`src/rtl/seq_divider_pkg.sv`:
```
// Shared definitions for the sequential radix-2 restoring divider.
package seq_divider_pkg;

  typedef enum logic [1:0] {
    S_IDLE = 2'b00,
    S_DIV  = 2'b01,
    S_FIX  = 2'b10
  } state_t;

  // Step counter must hold values 0..width
  function automatic int cnt_width(input int width);
    return $clog2(width + 1);
  endfunction

endpackage

```
`src/rtl/seq_divider_step.sv`:
```
// One combinational restoring-division step: shift in the next dividend bit, trial-subtract.
module seq_divider_step #(
  parameter int WIDTH = 16
) (
  input  logic [WIDTH-1:0] rem,
  input  logic [WIDTH-1:0] quo,
  input  logic [WIDTH-1:0] divisor,
  output logic [WIDTH-1:0] rem_next,
  output logic [WIDTH-1:0] quo_next
);

  logic [WIDTH:0] shifted;
  logic [WIDTH:0] divisor_inv;
  logic [WIDTH:0] trial;

  // Carry chain built from generate/propagate terms; a - b computed as a + ~b + 1
  function automatic logic [WIDTH:0] cla_add(input logic [WIDTH:0] a,
                                             input logic [WIDTH:0] b,
                                             input logic cin);
    logic [WIDTH:0] g;
    logic [WIDTH:0] p;
    logic [WIDTH:0] c;
    g    = a & b;
    p    = a ^ b;
    c[0] = cin;
    for (int i = 0; i < WIDTH; i++) begin
      c[i+1] = g[i] | (p[i] & c[i]);
    end
    return p ^ c;
  endfunction

  always_comb begin
    shifted     = {rem, quo[WIDTH-1]};
    divisor_inv = ~{1'b0, divisor};
    trial       = cla_add(shifted, divisor_inv, 1'b1);
  end

  // Partial remainder stays below the divisor, so a negative trial leaves shifted within WIDTH bits
  assign rem_next = trial[WIDTH] ? shifted[WIDTH-1:0] : trial[WIDTH-1:0];
  assign quo_next = {quo[WIDTH-2:0], ~trial[WIDTH]};

endmodule

```
`src/rtl/seq_divider.sv`:
```
// Multi-cycle signed/unsigned integer divider, one restoring step per clock.
module seq_divider
  import seq_divider_pkg::*;
#(
  parameter int WIDTH = 16
) (
  input  logic             clk,
  input  logic             rst_n,
  input  logic             start,
  input  logic             sgn,
  input  logic [WIDTH-1:0] dividend,
  input  logic [WIDTH-1:0] divisor,
  output logic             busy,
  output logic             done,
  output logic [WIDTH-1:0] quotient,
  output logic [WIDTH-1:0] remainder,
  output logic             div_by_zero
);

  localparam int CNT_W = cnt_width(WIDTH);

  state_t           state;
  logic [CNT_W-1:0] cnt;
  logic [WIDTH-1:0] rem;
  logic [WIDTH-1:0] quo;
  logic [WIDTH-1:0] dvs;
  logic             neg_q;
  logic             neg_r;
  logic             dz;
  logic [WIDTH-1:0] rem_nxt;
  logic [WIDTH-1:0] quo_nxt;

  function automatic logic [WIDTH-1:0] neg_if(input logic en, input logic [WIDTH-1:0] v);
    return en ? (~v + WIDTH'(1)) : v;
  endfunction

  // MIN maps to itself under negation, which is exactly its unsigned magnitude
  function automatic logic [WIDTH-1:0] mag(input logic is_signed, input logic [WIDTH-1:0] v);
    return neg_if(is_signed & v[WIDTH-1], v);
  endfunction

  seq_divider_step #(.WIDTH(WIDTH)) u_step (
    .rem      (rem),
    .quo      (quo),
    .divisor  (dvs),
    .rem_next (rem_nxt),
    .quo_next (quo_nxt)
  );

  assign busy = (state != S_IDLE);

  always_ff @(posedge clk or negedge rst_n) begin
    if (!rst_n) begin
      state       <= S_IDLE;
      cnt         <= '0;
      rem         <= '0;
      quo         <= '0;
      dvs         <= '0;
      neg_q       <= 1'b0;
      neg_r       <= 1'b0;
      dz          <= 1'b0;
      done        <= 1'b0;
      quotient    <= '0;
      remainder   <= '0;
      div_by_zero <= 1'b0;
    end else begin
      done <= 1'b0;
      case (state)
        S_IDLE: begin
          if (start) begin
            quo   <= mag(sgn, dividend);
            dvs   <= mag(sgn, divisor);
            rem   <= '0;
            cnt   <= '0;
            neg_q <= sgn & (dividend[WIDTH-1] ^ divisor[WIDTH-1]);
            neg_r <= sgn & dividend[WIDTH-1];
            dz    <= (divisor == '0);
            state <= (divisor == '0) ? S_FIX : S_DIV;
          end
        end
        S_DIV: begin
          rem <= rem_nxt;
          quo <= quo_nxt;
          cnt <= cnt + CNT_W'(1);
          if (cnt == CNT_W'(WIDTH - 1)) state <= S_FIX;
        end
        S_FIX: begin
          done        <= 1'b1;
          div_by_zero <= dz;
          if (dz) begin
            // quo still holds |dividend|; re-applying its sign restores the original operand
            quotient  <= '1;
            remainder <= neg_if(neg_r, quo);
          end else begin
            quotient  <= neg_if(neg_q, quo);
            remainder <= neg_if(neg_r, rem);
          end
          state <= S_IDLE;
        end
        default: state <= S_IDLE;
      endcase
    end
  end

endmodule

```
`config.mk`:
```
export PLATFORM = sky130hd
export DESIGN_NAME = seq_divider
export DESIGN_NICKNAME = d
export VERILOG_FILES = /design/src/rtl/seq_divider_pkg.sv /design/src/rtl/seq_divider_step.sv /design/src/rtl/seq_divider.sv
export SDC_FILE = /design/constraint.sdc
export NUM_CORES = 1
export LEC_CHECK = 0
export BUFFER_PORTS_ARGS = -buffer_cell sky130_fd_sc_hd__buf_2
export CAP_MARGIN = 10
export CORE_MARGIN = 4
export CORE_UTILIZATION = 59
export CTS_CLUSTER_DIAMETER = 40
export DETAILED_ROUTE_END_ITERATION = 6
export PLACE_DENSITY_LB_ADDON = 0.05
export SLEW_MARGIN = 40
export SYNTH_ARGS = -nofsm -noshare
export SYNTH_HDL_FRONTEND = slang
export SYNTH_HIERARCHICAL = 1
export SYNTH_SLANG_ARGS = --single-unit
export TNS_END_PERCENT = 10
```
`constraint.sdc`:
```
create_clock -name clk -period 8.8 [get_ports clk]
set_input_delay 0.88 -clock clk [delete_from_list [all_inputs] [get_ports clk]]
set_output_delay 0.88 -clock clk [all_outputs]
set_load 0.01 [all_outputs]
```
**Word-level counts from Yosys, hierarchy flattened**

Index checks and enable logic that the tools add are counted.

- Bits in registers: 92
- Input bits: 36
- Output and inout port bits: 35

- Add/subtract/negate cells: 5
- Eq/ne operators: 5
- Multiplexer cells: 19
- Bitwise gates (word level): 44
- Reduce and logical (&&, ||, !) cells: 7

Operators with widths:

| cell | count |
|---|---|
| 2-to-1 mux 16 bit | 10 |
| adder 16 x 1 -> 16 bit, second input constant | 4 |
| NOT 16 bit | 4 |
| one-hot mux 16 bit (2 select lines) | 2 |
| bitwise XOR 17 bit | 2 |
| bitwise AND 1 bit | 18 |
| NOT 16 -> 17 bit | 1 |
| bitwise AND 16 bit | 1 |
| zero test 16 bit | 1 |
| bitwise OR 1 bit | 16 |
| one-hot mux 5 bit (2 select lines) | 1 |
| 2-to-1 mux 2 bit | 3 |
| AND reduction 2 bit | 3 |
| adder 5 x 1 -> 5 bit, second input constant | 1 |
| == test 5 x 4 -> 1 bit, second input constant | 1 |
| 2-to-1 mux 5 bit | 1 |
| inequality test 2 bit, second input constant | 2 |
| one-hot mux 2 bit (2 select lines) | 1 |
| nonzero test 2 bit | 2 |
| == test 2 x 1 -> 1 bit, second input constant | 1 |
| == test 2 bit, second input constant | 1 |
| zero test 2 bit | 1 |
| 2-to-1 mux 1 bit | 1 |
| NOT 1 bit | 1 |
| bitwise XOR 1 bit | 1 |

**Longest topological paths before layout**

Gate-level depths: netlist of run 1.

- Depth in word-level cells: 36
- Depth in mapped cells: 22
- Depth with buffers taken out: 21

**Hierarchy**

The synthesis of run 1 kept the hierarchy.

Modules (own cells, without submodules):

| module | instances | cells an instance | area an instance (sq um) |
|---|---|---|---|
| seq_divider | 1 | 580 | 5127.4 |
| seq_divider_step | 1 | 66 | 696.9 |

**Least setup slack after synthesis of run 1**

No wires, ideal clock.

- Kind: register to register
- Start point: reg quo[15]
- End point: reg quo[0]
- Setup time: 0.126 ns
- Data arrival time: 7.263 ns
- Required time: 8.674 ns
- Path slack: 1.411 ns
- Cell stages (with the launch flop): 22
- Period minus slack after synthesis: 7.389 ns
- Path through: dfrtp_1 inv_1 ha_1 fa_1 fa_1 fa_1 fa_1 fa_1 fa_1 fa_1 fa_1 fa_1 fa_1 fa_1 fa_1 fa_1 fa_1 fa_1 xor2_4 buf_12 inv_1 a221o_1

- Word-level cells in the longest chain between the ends: 35
- Elaborated cells between the ends (all ways): 36

Ends and longest elaborated chain:

| element | line | text |
|---|---|---|
| from (decl) | seq_divider.sv:25 | `logic [WIDTH-1:0] quo;` |
| from (signal assigned) | seq_divider.sv:71 | `quo <= mag(sgn, dividend);` |
| from (signal assigned) | seq_divider.sv:83 | `quo <= quo_nxt;` |
| bitwise AND 16 bit or bitwise XOR 17 bit (tied branches) | seq_divider_step.sv:23, seq_divider_step.sv:24 |  |
| bitwise OR 1 bit (*) | seq_divider_step.sv:27 | `c[i+1] = g[i] \| (p[i] & c[i]);` |
| bitwise AND 1 bit (*) | seq_divider_step.sv:27 |  |
| bitwise OR 1 bit (*) | seq_divider_step.sv:27 |  |
| bitwise AND 1 bit (*) | seq_divider_step.sv:27 |  |
| bitwise OR 1 bit (*) | seq_divider_step.sv:27 |  |
| bitwise AND 1 bit (*) | seq_divider_step.sv:27 |  |
| bitwise OR 1 bit (*) | seq_divider_step.sv:27 |  |
| [... 20 more ...] | -- |  |
| bitwise AND 1 bit (*) | seq_divider_step.sv:27 |  |
| bitwise OR 1 bit (*) | seq_divider_step.sv:27 |  |
| bitwise AND 1 bit (*) | seq_divider_step.sv:27 |  |
| bitwise OR 1 bit (*) | seq_divider_step.sv:27 |  |
| bitwise XOR 17 bit (*) | seq_divider_step.sv:29 | `return p ^ c;` |
| NOT 1 bit (*) | seq_divider_step.sv:40 | `assign quo_next = {quo[WIDTH-2:0], ~trial[WIDTH]};` |
| named net quo_nxt[0] | seq_divider.sv:31 | `logic [WIDTH-1:0] quo_nxt;` |
| one-hot mux 16 bit (2 select lines) (*) | seq_divider.sv:68 | `case (state)` |

Mark *: on every way through the listed nets, which the timed path passes. The rest lies on a longest branch.
A chain may end at the register's enable or synchronous reset.

**Worst setup path after layout of run 1**

Ends and elaborated chain as after synthesis.

==> results of run 1 <==
power groups by stage:
stage	Clock [µW]	Combinational [µW]	Sequential (µW)
after detailed placement	0	1090	845
final	316	1100	843
after CTS	318	1110	836
after global routing	336	1250	870
after floorplan	0	938	754
after global placement	0	1050	831
worst register-to-register path: stages, from the launching register on:
cell and delay, ps:
sky130_fd_sc_hd__dfrtp_1 440, sky130_fd_sc_hd__inv_1 110, sky130_fd_sc_hd__ha_1 200, sky130_fd_sc_hd__fa_1 380, sky130_fd_sc_hd__fa_1 390, sky130_fd_sc_hd__fa_1 390
sky130_fd_sc_hd__fa_1 390, sky130_fd_sc_hd__fa_1 390, sky130_fd_sc_hd__fa_1 400, sky130_fd_sc_hd__fa_1 390, sky130_fd_sc_hd__fa_1 390, sky130_fd_sc_hd__fa_1 410
sky130_fd_sc_hd__fa_1 400, sky130_fd_sc_hd__fa_1 390, sky130_fd_sc_hd__fa_1 390, sky130_fd_sc_hd__fa_1 390, sky130_fd_sc_hd__fa_1 390, sky130_fd_sc_hd__fa_1 470
sky130_fd_sc_hd__xor2_4 640, sky130_fd_sc_hd__inv_1 100, sky130_fd_sc_hd__a221o_1 320
cell type report:
class / count / area [µm²]
multi-input combinational: 469 / 3150
fill: 791 / 3070
sequential: 92 / 2300
timing repair buffer: 74 / 394
clock buffer: 12 / 165
tap: 129 / 161
inverter: 32 / 120
clock inverter: 4 / 56.3
metrics by stage:
step	util, %	std cells
floorplan	-	646
detailed placement	65.0	796
finish	67.4	812
CTS	67.3	812
global placement	64.7	795
global route	67.4	812
metal layers:
| metal | up-vias | track usage (%) | wire length (µm) |
|---|---|---|---|
| met3 | 27 | 3.66 | 820 |
| met2 | 166 | 37.6 | 6170 |
| met5 | - | 0 | 0 |
| met4 | 0 | 9.92 | 364 |
| li1 | 2286 | - | - |
| met1 | 2316 | 35.8 | 6390 |
worst min-delay path by stage:
stage                                           to                      from  slack [ps]  cells past startpoint
after floorplan                 cnt[3]$_DFFE_PN0P_        cnt[3]$_DFFE_PN0P_         450                      1
after global placement    remainder[1]$_DFFE_PN0P_  remainder[1]$_DFFE_PN0P_         450                      2
after detailed placement   div_by_zero$_DFFE_PN0P_   div_by_zero$_DFFE_PN0P_         460                      2
after CTS                 remainder[3]$_DFFE_PN0P_                     rst_n         440                      1
after global routing      remainder[0]$_DFFE_PN0P_                     rst_n         460                      1
final                     remainder[0]$_DFFE_PN0P_                     rst_n         440                      1
placed cells by master (no fill, tap or decap), types with 3 or more instances in the layout:
cell type                  count
sky130_fd_sc_hd__a21oi_1      23
sky130_fd_sc_hd__a22oi_1      14
sky130_fd_sc_hd__a31oi_1       7
sky130_fd_sc_hd__and3_1        5
sky130_fd_sc_hd__buf_2        69
sky130_fd_sc_hd__buf_4         3
sky130_fd_sc_hd__clkbuf_8     12
sky130_fd_sc_hd__clkinv_4      3
sky130_fd_sc_hd__dfrtp_1      92
sky130_fd_sc_hd__fa_1         15
sky130_fd_sc_hd__ha_1          7
sky130_fd_sc_hd__inv_1        32
sky130_fd_sc_hd__mux2i_1      22
sky130_fd_sc_hd__nand2_1     102
sky130_fd_sc_hd__nand2b_1      3
sky130_fd_sc_hd__nand3_1       6
sky130_fd_sc_hd__nor2_1       31
sky130_fd_sc_hd__nor3_1        8
sky130_fd_sc_hd__nor4_1        5
sky130_fd_sc_hd__o21ai_0      66
sky130_fd_sc_hd__o21ai_1       8
sky130_fd_sc_hd__o221ai_1      4
sky130_fd_sc_hd__o31ai_1      16
sky130_fd_sc_hd__o41ai_1       7
sky130_fd_sc_hd__or3_1         8
sky130_fd_sc_hd__or4_1        13
sky130_fd_sc_hd__xnor2_1      25
sky130_fd_sc_hd__xor2_1       41
state kept, by name (all words and copies together), names as in the netlist:
| name | cells |
|---|---|
| div_by_zero | 1 |
| quo | 16 |
| quotient | 16 |
| remainder | 16 |
| done | 1 |
| cnt | 5 |
| neg_q | 1 |
| state | 2 |
| neg_r | 1 |
| rem | 16 |
| dvs | 16 |
| dz | 1 |
cell families after synthesis:
family | synth area share (%)
multiplexers | 4.36
AND/OR/NAND/NOR | 15.8
XOR/XNOR | 10.4
AO/OA/AOI/OAI | 16.5
buffers and inverters | 6.75
flip-flops | 39.5
adder cells (fa/ha/maj) | 6.66
==> impl_metrics.toml, run 1 <==
[setup_path]
critical_setup_path_kind = "reg -> reg"
rrSetupSlack_ps = 930
critical_path_depth = 20
timing.critical_path.slowest_cell_delay_ps = 640
startpoint = "quo[15]$_DFFE_PN0P_"
cpMostUsedCell = "sky130_fd_sc_hd__fa_1"
worst_reg2reg_path_length_in_cells = 20
regToRegStartpoint = "quo[15]$_DFFE_PN0P_"
critPathCaptureType = "flop"
worstSetupEndpoint = "quo[0]$_DFFE_PN0P_"
crit_slowest_cell = "sky130_fd_sc_hd__xor2_4"
worst_setup_path_start_kind = "flop"
worstPathCellList = "inv_1, ha_1, fa_1, fa_1, fa_1, fa_1, fa_1, fa_1, fa_1, fa_1, fa_1, fa_1, fa_1, fa_1, fa_1, fa_1, fa_1, xor2_4, inv_1, a221o_1"
r2r_end = "quo[0]$_DFFE_PN0P_"
crit_fanout = 17
family_with_the_most_delay_on_the_worst_path = "adder cells"
cp_num_buf_inv = 2
cp.required_ps = 9050
worst_ep_arrival_time_ps = 8120

[floorplan]
core.rowCount = 35
initial_core_util_pct = 61.9
die_area_um2 = 11500
die_height_um = 107
i_o_pin_cnt = 71
fp.coreArea_um2 = 9420
die_w_um = 107

[detailed_routing]
route.vias.total = 4795
drt-pass1-iter-count = 5
remaining_drc_errors = 0
detailed_route_iter0_violations = 245
routedWlPerCell_um = 16.9
routed_wl_um = 13700
final_antenna_net_count = 0
vias_per_cell = 5.91

[pwr]
power.clock.fraction_pct = 14.0
power.combinational.fraction_pct = 48.7
power_report.internal_total_uw = 1250
leakage_power_summed_over_all_cells_uw = 0.00291
finalPower_uw = 2260
total_switching_power_uw = 1010
power.density_cell_area_nw_per_um2 = 356
seq_power_share_pct = 37.3
max-vdd-ir-drop_mv = 0.155
power_switching_share_pct = 44.8

[clock_tree]
ctsRootBufferMaster = "sky130_fd_sc_hd__clkbuf_8"
worst_setup_hold_path_clk_slew_ps = 100
clkSinkCount = 92
cts_setup_buffers = 0
clkLatencyLatePin_ps = 370
cts-root-to-sink-buffers = 2
cts.repair.resized = 0
cts_made_buffers = 9
htreeDepth = 3
cts_tree = "done"
cts-hold-fix-buffers = 0

[layout]
fraction_of_layout_instances_using_a_drive_strength_above_1_pct = 15.5
finalInstanceArea_um2 = 6340
diodes = 0
finalNetCount = 736
area_growth_syn_to_layout_pct = 8.94

[logic_synthesis]
ys.flop_type = "sky130_fd_sc_hd__dfrtp_1"
synth-seq-cells = 92
synth_top_cell_area_share_pct = 39.5
synth_area_per_cell_um2 = 9.02
synth_enable_flop_cells = 0
synthDominantAreaCellType = "sky130_fd_sc_hd__dfrtp_1"
netlist_top_cells_count = "sky130_fd_sc_hd__nand2_1 (102), sky130_fd_sc_hd__dfrtp_1 (92), sky130_fd_sc_hd__o21ai_0 (66)"
syn_nets = 704
top_count_cell_post_synth = "sky130_fd_sc_hd__nand2_1"
mappedNetlistArea_um2 = 5820
yosysUniqueCellTypes = 49
netlist_top_cells_area = "sky130_fd_sc_hd__dfrtp_1 (40%), sky130_fd_sc_hd__nand2_1 (6.6%), sky130_fd_sc_hd__xor2_1 (6.2%)"
synth.yosys.seq_area_share_pct = 39.5
async_flop_share_pct = 100
ys_warn_count = 6
netlist_instances = 646

[sta]
worstMarginPinSlew_ps = 781
finalWorstPathRequiredPeriod_ps = 7870
final_min_period_over_clock_period_pct = 89.4
total_negative_setup_slack_ps = 0
maxClockFrequency_mhz = 127
headroom_to_the_max_slew_limit_pct = 48.0
finalSetupViolCount = 0
worst_slack_ps = 934
finalClockSkew_ps = 12.3
finalHoldWorstSlack_ps = 440
finalMaxSlewViolations = 0
rsz0062_at_grt = "no"
final_report_hold_violation_count = 0

[grt]
grt_antenna_before_repair = 0
grt_pass1_wl_um = 22700
first_global_vias = 4583
pin_count_of_the_biggest_net_entering_global_routing = 61
global_route.overflow_total = 0
track_usage_pct = 24.8

[min_path]
holdCritPathClass = "in -> async"

[run]
max_cap_viol_count = 0

[place]
placement.io_buffers = 70
worst_setup_slack_before_clock_tree_synthesis_ps = 1000
dpl-instance-area_um2 = 6120
routabilityCongestion = 0.885
post-dp-hpwl_um = 10000

[outcome]
run_status = "finished, final reports clean"
No activity file was read; power rests on OpenSTA's default activity.
==> inputs of run 2 (changes only) <==
Settings changed: ABC_AREA set to 1, CORE_UTILIZATION 59 to 60.
Clock period 8.8 ns to 7.7 ns, I/O delays scaled along.
==> impl_metrics.toml, run 2 <==
[floorplan]
i_o_pin_cnt = 71
die_area_um2 = 12000
fp.coreArea_um2 = 9910
initial_core_util_pct = 62.6
core.rowCount = 36
die_w_um = 110
die_height_um = 110

[run]
max_cap_viol_count = 0

[logic_synthesis]
synthDominantAreaCellType = "sky130_fd_sc_hd__dfrtp_1"
ys_warn_count = 6
yosysUniqueCellTypes = 42
top_count_cell_post_synth = "sky130_fd_sc_hd__nand2_1"
synth.yosys.seq_area_share_pct = 37.1
netlist_instances = 841
synth_enable_flop_cells = 0
synth_area_per_cell_um2 = 7.38
async_flop_share_pct = 100
synth-seq-cells = 92
mappedNetlistArea_um2 = 6210
netlist_top_cells_area = "sky130_fd_sc_hd__dfrtp_1 (37%), sky130_fd_sc_hd__nand2_1 (12%), sky130_fd_sc_hd__nand3_1 (6.7%)"
syn_nets = 899
ys.flop_type = "sky130_fd_sc_hd__dfrtp_1"
synth_top_cell_area_share_pct = 37.1
netlist_top_cells_count = "sky130_fd_sc_hd__nand2_1 (198), sky130_fd_sc_hd__inv_1 (97), sky130_fd_sc_hd__dfrtp_1 (92)"

[sta]
final_min_period_over_clock_period_pct = 96.0
rsz0062_at_grt = "no"
worstMarginPinSlew_ps = 714
headroom_to_the_max_slew_limit_pct = 52.1
maxClockFrequency_mhz = 135
finalWorstPathRequiredPeriod_ps = 7390
finalMaxSlewViolations = 0
finalSetupViolCount = 0
total_negative_setup_slack_ps = 0
worst_slack_ps = 310
finalClockSkew_ps = 11.6
final_report_hold_violation_count = 0

[detailed_routing]
vias_per_cell = 5.60
route.vias.total = 5685
drt-pass1-iter-count = 5
remaining_drc_errors = 0
final_antenna_net_count = 0
routedWlPerCell_um = 15.2
detailed_route_iter0_violations = 427
routed_wl_um = 15500

[setup_path]
worst_ep_arrival_time_ps = 7650
crit_fanout = 16
worst_reg2reg_path_length_in_cells = 22
cp.required_ps = 7960
critPathCaptureType = "flop"
worst_setup_path_start_kind = "flop"
critical_setup_path_kind = "reg -> reg"

[grt]
global_route.overflow_total = 0
track_usage_pct = 27.3
pin_count_of_the_biggest_net_entering_global_routing = 61
first_global_vias = 5325
grt_pass1_wl_um = 25900
grt_antenna_before_repair = 0

[layout]
finalNetCount = 936
area_growth_syn_to_layout_pct = 7.80
mostFrequentLayoutCells = "sky130_fd_sc_hd__nand2_1 (198), sky130_fd_sc_hd__inv_1 (97), sky130_fd_sc_hd__dfrtp_1 (91)"
diodes = 0
fraction_of_layout_instances_using_a_drive_strength_above_1_pct = 13.3
mostFrequentLayoutCell = "sky130_fd_sc_hd__nand2_1"

[clock_tree]
cts_made_buffers = 9
clkLatencyLatePin_ps = 370
cts-root-to-sink-buffers = 2
cts_tree = "done"
ctsRootBufferMaster = "sky130_fd_sc_hd__clkbuf_8"
clkSinkCount = 92
cts-hold-fix-buffers = 0
htreeDepth = 3
cts_setup_buffers = 0
cts.repair.resized = 0
worst_setup_hold_path_clk_slew_ps = 100

[pwr]
power_report.internal_total_uw = 1480
power_switching_share_pct = 48.8
power.density_cell_area_nw_per_um2 = 431
seq_power_share_pct = 33.6
max-vdd-ir-drop_mv = 0.249
leakage_power_summed_over_all_cells_uw = 0.00327
power.clock.fraction_pct = 11.7
total_switching_power_uw = 1410
power.combinational.fraction_pct = 54.6

[outcome]
run_status = "finished, final reports clean"

[place]
post-dp-hpwl_um = 11500
routabilityCongestion = 0.876
worst_setup_slack_before_clock_tree_synthesis_ps = 255
placement.io_buffers = 70

[min_path]
holdCritPathClass = "in -> async"
-- run 2: through the flow --
step                      cell area (µm²)  power (µW)  hold slack (ps)  std cells  util, %
after floorplan                      6210        2190              459        841        -
after global placement               6440        2450              459        999     65.0
after detailed placement             6450        2500              469        999     65.1
after CTS                            6650        2850              338       1015     67.1
after global routing                 6690        3180              362       1016     67.5
final                                6690        2890              327       1016     67.5
-- run 2: final cells by class --
class                           instances  area, µm²
Multi-Input combinational cell        595       3220
Timing Repair Buffer                   73        399
Clock buffer                           11        141
Clock inverter                          5       60.1
Fill cell                             871       3220
Inverter                              107        402
Sequential cell                        92       2300
Tap cell                              133        166
-- run 2: worst paths after layout --
check	startpoint	to	slack, ps
max	quo[15]$_DFFE_PN0P_	rem[4]$_DFFE_PN0P_	310
min	rst_n	remainder[11]$_DFFE_PN0P_	330
max reg2reg	quo[15]$_DFFE_PN0P_	rem[4]$_DFFE_PN0P_	310
min reg2reg	remainder[14]$_DFFE_PN0P_	remainder[14]$_DFFE_PN0P_	490
max in group asynchronous	rst_n	quo[15]$_DFFE_PN0P_	6500
min in group clk	remainder[14]$_DFFE_PN0P_	remainder[14]$_DFFE_PN0P_	490
-- run 2: power groups by stage --
| stage | sequential, µW | combinational (µW) | clock [µW] |
|---|---|---|---|
| after CTS | 963 | 1550 | 340 |
| after global routing | 1000 | 1820 | 360 |
| final | 971 | 1580 | 339 |
| after detailed placement | 973 | 1530 | 0 |
| after floorplan | 926 | 1260 | 0 |
| after global placement | 963 | 1480 | 0 |
-- run 2: critical path: stages (launching register included) --
cell	delay [ps]
sky130_fd_sc_hd__dfrtp_2	420
sky130_fd_sc_hd__inv_1	60
sky130_fd_sc_hd__ha_1	200
sky130_fd_sc_hd__fa_1	400
sky130_fd_sc_hd__fa_1	400
sky130_fd_sc_hd__fa_1	400
sky130_fd_sc_hd__fa_1	390
sky130_fd_sc_hd__fa_1	390
sky130_fd_sc_hd__fa_1	390
sky130_fd_sc_hd__fa_1	390
sky130_fd_sc_hd__fa_1	390
sky130_fd_sc_hd__fa_1	390
sky130_fd_sc_hd__fa_1	390
sky130_fd_sc_hd__fa_1	390
sky130_fd_sc_hd__fa_1	390
sky130_fd_sc_hd__fa_1	390
sky130_fd_sc_hd__fa_1	400
sky130_fd_sc_hd__fa_2	410
sky130_fd_sc_hd__inv_2	120
sky130_fd_sc_hd__nand2_4	130
sky130_fd_sc_hd__nand3_1	130
sky130_fd_sc_hd__nand2_1	60
sky130_fd_sc_hd__a32o_1	250
-- run 2: cell families (layout without fill, tap and decap cells) --
kind of cell / Yosys count / count (layout) / synth area share [%]
simple gates: 395 / 395 / 27.8
buf+inv: 154 / 196 / 11.2
compound gates: 151 / 151 / 13.8
flops: 92 / 92 / 37.1
xor+xnor: 27 / 27 / 3.81
fa+ha+maj: 22 / 22 / 6.25
-- run 2: metal layers --
metal  wire [µm]  up-vias  share of wire (%)  GRT usage (%)
li1            -     2796                  -              -
met1        7030     2632                 45           39.3
met2        6920      225                 45           42.4
met3        1100       32                7.1           3.35
met4         445        0                2.9           10.7
met5           0        -                  0              0
==> inputs of run 3 (changes only) <==
Settings changed: PLACE_DENSITY set to 0.82, PLACE_DENSITY_LB_ADDON 0.05 to not set.
==> impl_metrics.toml, run 3 (same netlist as run 2, synthesis figures left out) <==
[outcome]
run_status = "finished, final reports clean"

[layout]
area_growth_syn_to_layout_pct = 7.64
mostFrequentLayoutCell = "sky130_fd_sc_hd__nand2_1"
fraction_of_layout_instances_using_a_drive_strength_above_1_pct = 13.4
final.fill_count = 854
final-instance-count-excl-fill = 1015
finalInstanceArea_um2 = 6680
diodes = 0
finalNetCount = 935
register_area_um2 = 2300
mostFrequentLayoutCells = "sky130_fd_sc_hd__nand2_1 (198), sky130_fd_sc_hd__inv_1 (97), sky130_fd_sc_hd__dfrtp_1 (90)"
multi_input_area_um2 = 3220

[detailed_routing]
vias_per_cell = 5.62
routedWlPerCell_um = 15.1
route.vias.total = 5700
remaining_drc_errors = 0
final_antenna_net_count = 0
routed_wl_um = 15300
detailed_route_iter0_violations = 361
drt-pass1-iter-count = 5

[clock_tree]
clkSinkCount = 92
clkLatencyLatePin_ps = 370
cts_made_buffers = 9
cts_tree = "done"
worst_setup_hold_path_clk_slew_ps = 100
cts_setup_buffers = 0
ctsRootBufferMaster = "sky130_fd_sc_hd__clkbuf_8"
cts-root-to-sink-buffers = 2
cts-hold-fix-buffers = 0
htreeDepth = 3

[place]
instance_count_after_placement_with_tap_cells_included = 998
placement.io_buffers = 70
post-dp-hpwl_um = 11600
routabilityCongestion = 0.950
dpl-instance-area_um2 = 6440

[grt]
first_global_vias = 5274
grt_antenna_before_repair = 0
grt_pass1_wl_um = 25700
global_route.overflow_total = 0
track_usage_pct = 27.2
pin_count_of_the_biggest_net_entering_global_routing = 59

[floorplan]
fp.coreArea_um2 = 9910
initial_core_util_pct = 62.6
die_height_um = 110
die_area_um2 = 12000
core.rowCount = 36
i_o_pin_cnt = 71
die_w_um = 110

[setup_path]
rrSetupSlack_ps = 260
critical_setup_path_kind = "reg -> reg"
critPathCaptureType = "flop"
crit_fanout = 17
worst_ep_arrival_time_ps = 7700
cp.required_ps = 7960
worst_setup_path_start_kind = "flop"

[pwr]
power_switching_share_pct = 49.0
finalPower_uw = 2890
power.combinational.fraction_pct = 54.1
total_switching_power_uw = 1410
power.density_cell_area_nw_per_um2 = 432
power_report.internal_total_uw = 1470
leakage_power_summed_over_all_cells_uw = 0.00326
max-vdd-ir-drop_mv = 0.200
power.clock.fraction_pct = 11.6
seq_power_share_pct = 34.3

[min_path]
holdCritPathClass = "in -> async"

[sta]
finalHoldWorstSlack_ps = 346
maxClockFrequency_mhz = 134
finalWorstPathRequiredPeriod_ps = 7440
rsz0062_at_grt = "no"
finalSetupViolCount = 0
total_negative_setup_slack_ps = 0
finalClockSkew_ps = 12.7
finalMaxSlewViolations = 0
final_min_period_over_clock_period_pct = 96.6
final_report_hold_violation_count = 0
headroom_to_the_max_slew_limit_pct = 51.1
worstMarginPinSlew_ps = 729

[run]
max_cap_viol_count = 0
==> run 3: changes by cell type in the layout (fill, tap and decap cells not counted) <==
| cell | change |
|---|---|
| sky130_fd_sc_hd__dfrtp_2 | +1 |
| sky130_fd_sc_hd__dfrtp_1 | -1 |
| sky130_fd_sc_hd__inv_6 | -1 |
| sky130_fd_sc_hd__clkinv_2 | +1 |
| sky130_fd_sc_hd__clkinvlp_4 | +1 |
| sky130_fd_sc_hd__buf_6 | -1 |
| sky130_fd_sc_hd__clkbuf_1 | -1 |
==> run 3: routing by layer <==
metal,up-vias,wire length (µm),GRT usage [%]
li1,2788,-,-
met1,2670,6920,39.4
met2,217,7020,42.9
met3,25,1160,4.11
met4,0,250,7.39
met5,-,0,0
==> run 3: what timing repair did <==
item	CTS	global route
hold endpoints to repair	0	0
resized for setup	0	2
endpoints found under the setup margin	0	12
==> run 3: worst max-delay path: stages (launching register included) <==
cell	delay (ps)
sky130_fd_sc_hd__dfrtp_2	420
sky130_fd_sc_hd__inv_1	60
sky130_fd_sc_hd__ha_1	210
sky130_fd_sc_hd__fa_1	400
sky130_fd_sc_hd__fa_1	410
sky130_fd_sc_hd__fa_1	400
sky130_fd_sc_hd__fa_1	400
sky130_fd_sc_hd__fa_1	390
sky130_fd_sc_hd__fa_1	390
sky130_fd_sc_hd__fa_1	390
sky130_fd_sc_hd__fa_1	390
sky130_fd_sc_hd__fa_1	390
sky130_fd_sc_hd__fa_1	390
sky130_fd_sc_hd__fa_1	390
sky130_fd_sc_hd__fa_1	400
sky130_fd_sc_hd__fa_1	410
sky130_fd_sc_hd__fa_1	400
sky130_fd_sc_hd__fa_2	410
sky130_fd_sc_hd__inv_2	120
sky130_fd_sc_hd__nand2_4	140
sky130_fd_sc_hd__nand3_1	100
sky130_fd_sc_hd__nand2_1	60
sky130_fd_sc_hd__a32o_1	250
==> run 3: worst paths after layout <==
path,depth (start not counted),end,start
min in group clk,2,remainder[14]$_DFFE_PN0P_,remainder[14]$_DFFE_PN0P_
worst max register to register,22,rem[4]$_DFFE_PN0P_,quo[15]$_DFFE_PN0P_
worst max-delay path,22,rem[4]$_DFFE_PN0P_,quo[15]$_DFFE_PN0P_
worst min-delay path,1,remainder[6]$_DFFE_PN0P_,rst_n
worst min register to register,2,remainder[14]$_DFFE_PN0P_,remainder[14]$_DFFE_PN0P_
max in group asynchronous,2,neg_r$_DFFE_PN0P_,rst_n
==> run 3: through the flow <==
stage	setup WS, ps	util (%)
after floorplan	625	-
after global placement	387	65.0
after detailed placement	201	65.0
after CTS	185	67.0
after global routing	48.2	67.4
final	258	67.4
==> run 3: area by class of cell <==
| cell class | instances | area share [%] |
|---|---|---|
| Tap cell | 133 | 2.49 |
| Inverter | 107 | 6.01 |
| Multi-Input combinational cell | 595 | 48.2 |
| Sequential cell | 92 | 34.5 |
| Timing Repair Buffer | 72 | 5.81 |
| Clock inverter | 6 | 0.955 |
| Clock buffer | 10 | 2.06 |
==> run 3: power groups by stage <==
stage               Sequential (µW)  Combinational [µW]  Clock (µW)
floorplan                       926                1260           0
global placement                980                1460           0
detailed placement              990                1520           0
CTS                             980                1530         334
global route                   1020                1800         359
finish                          992                1560         334
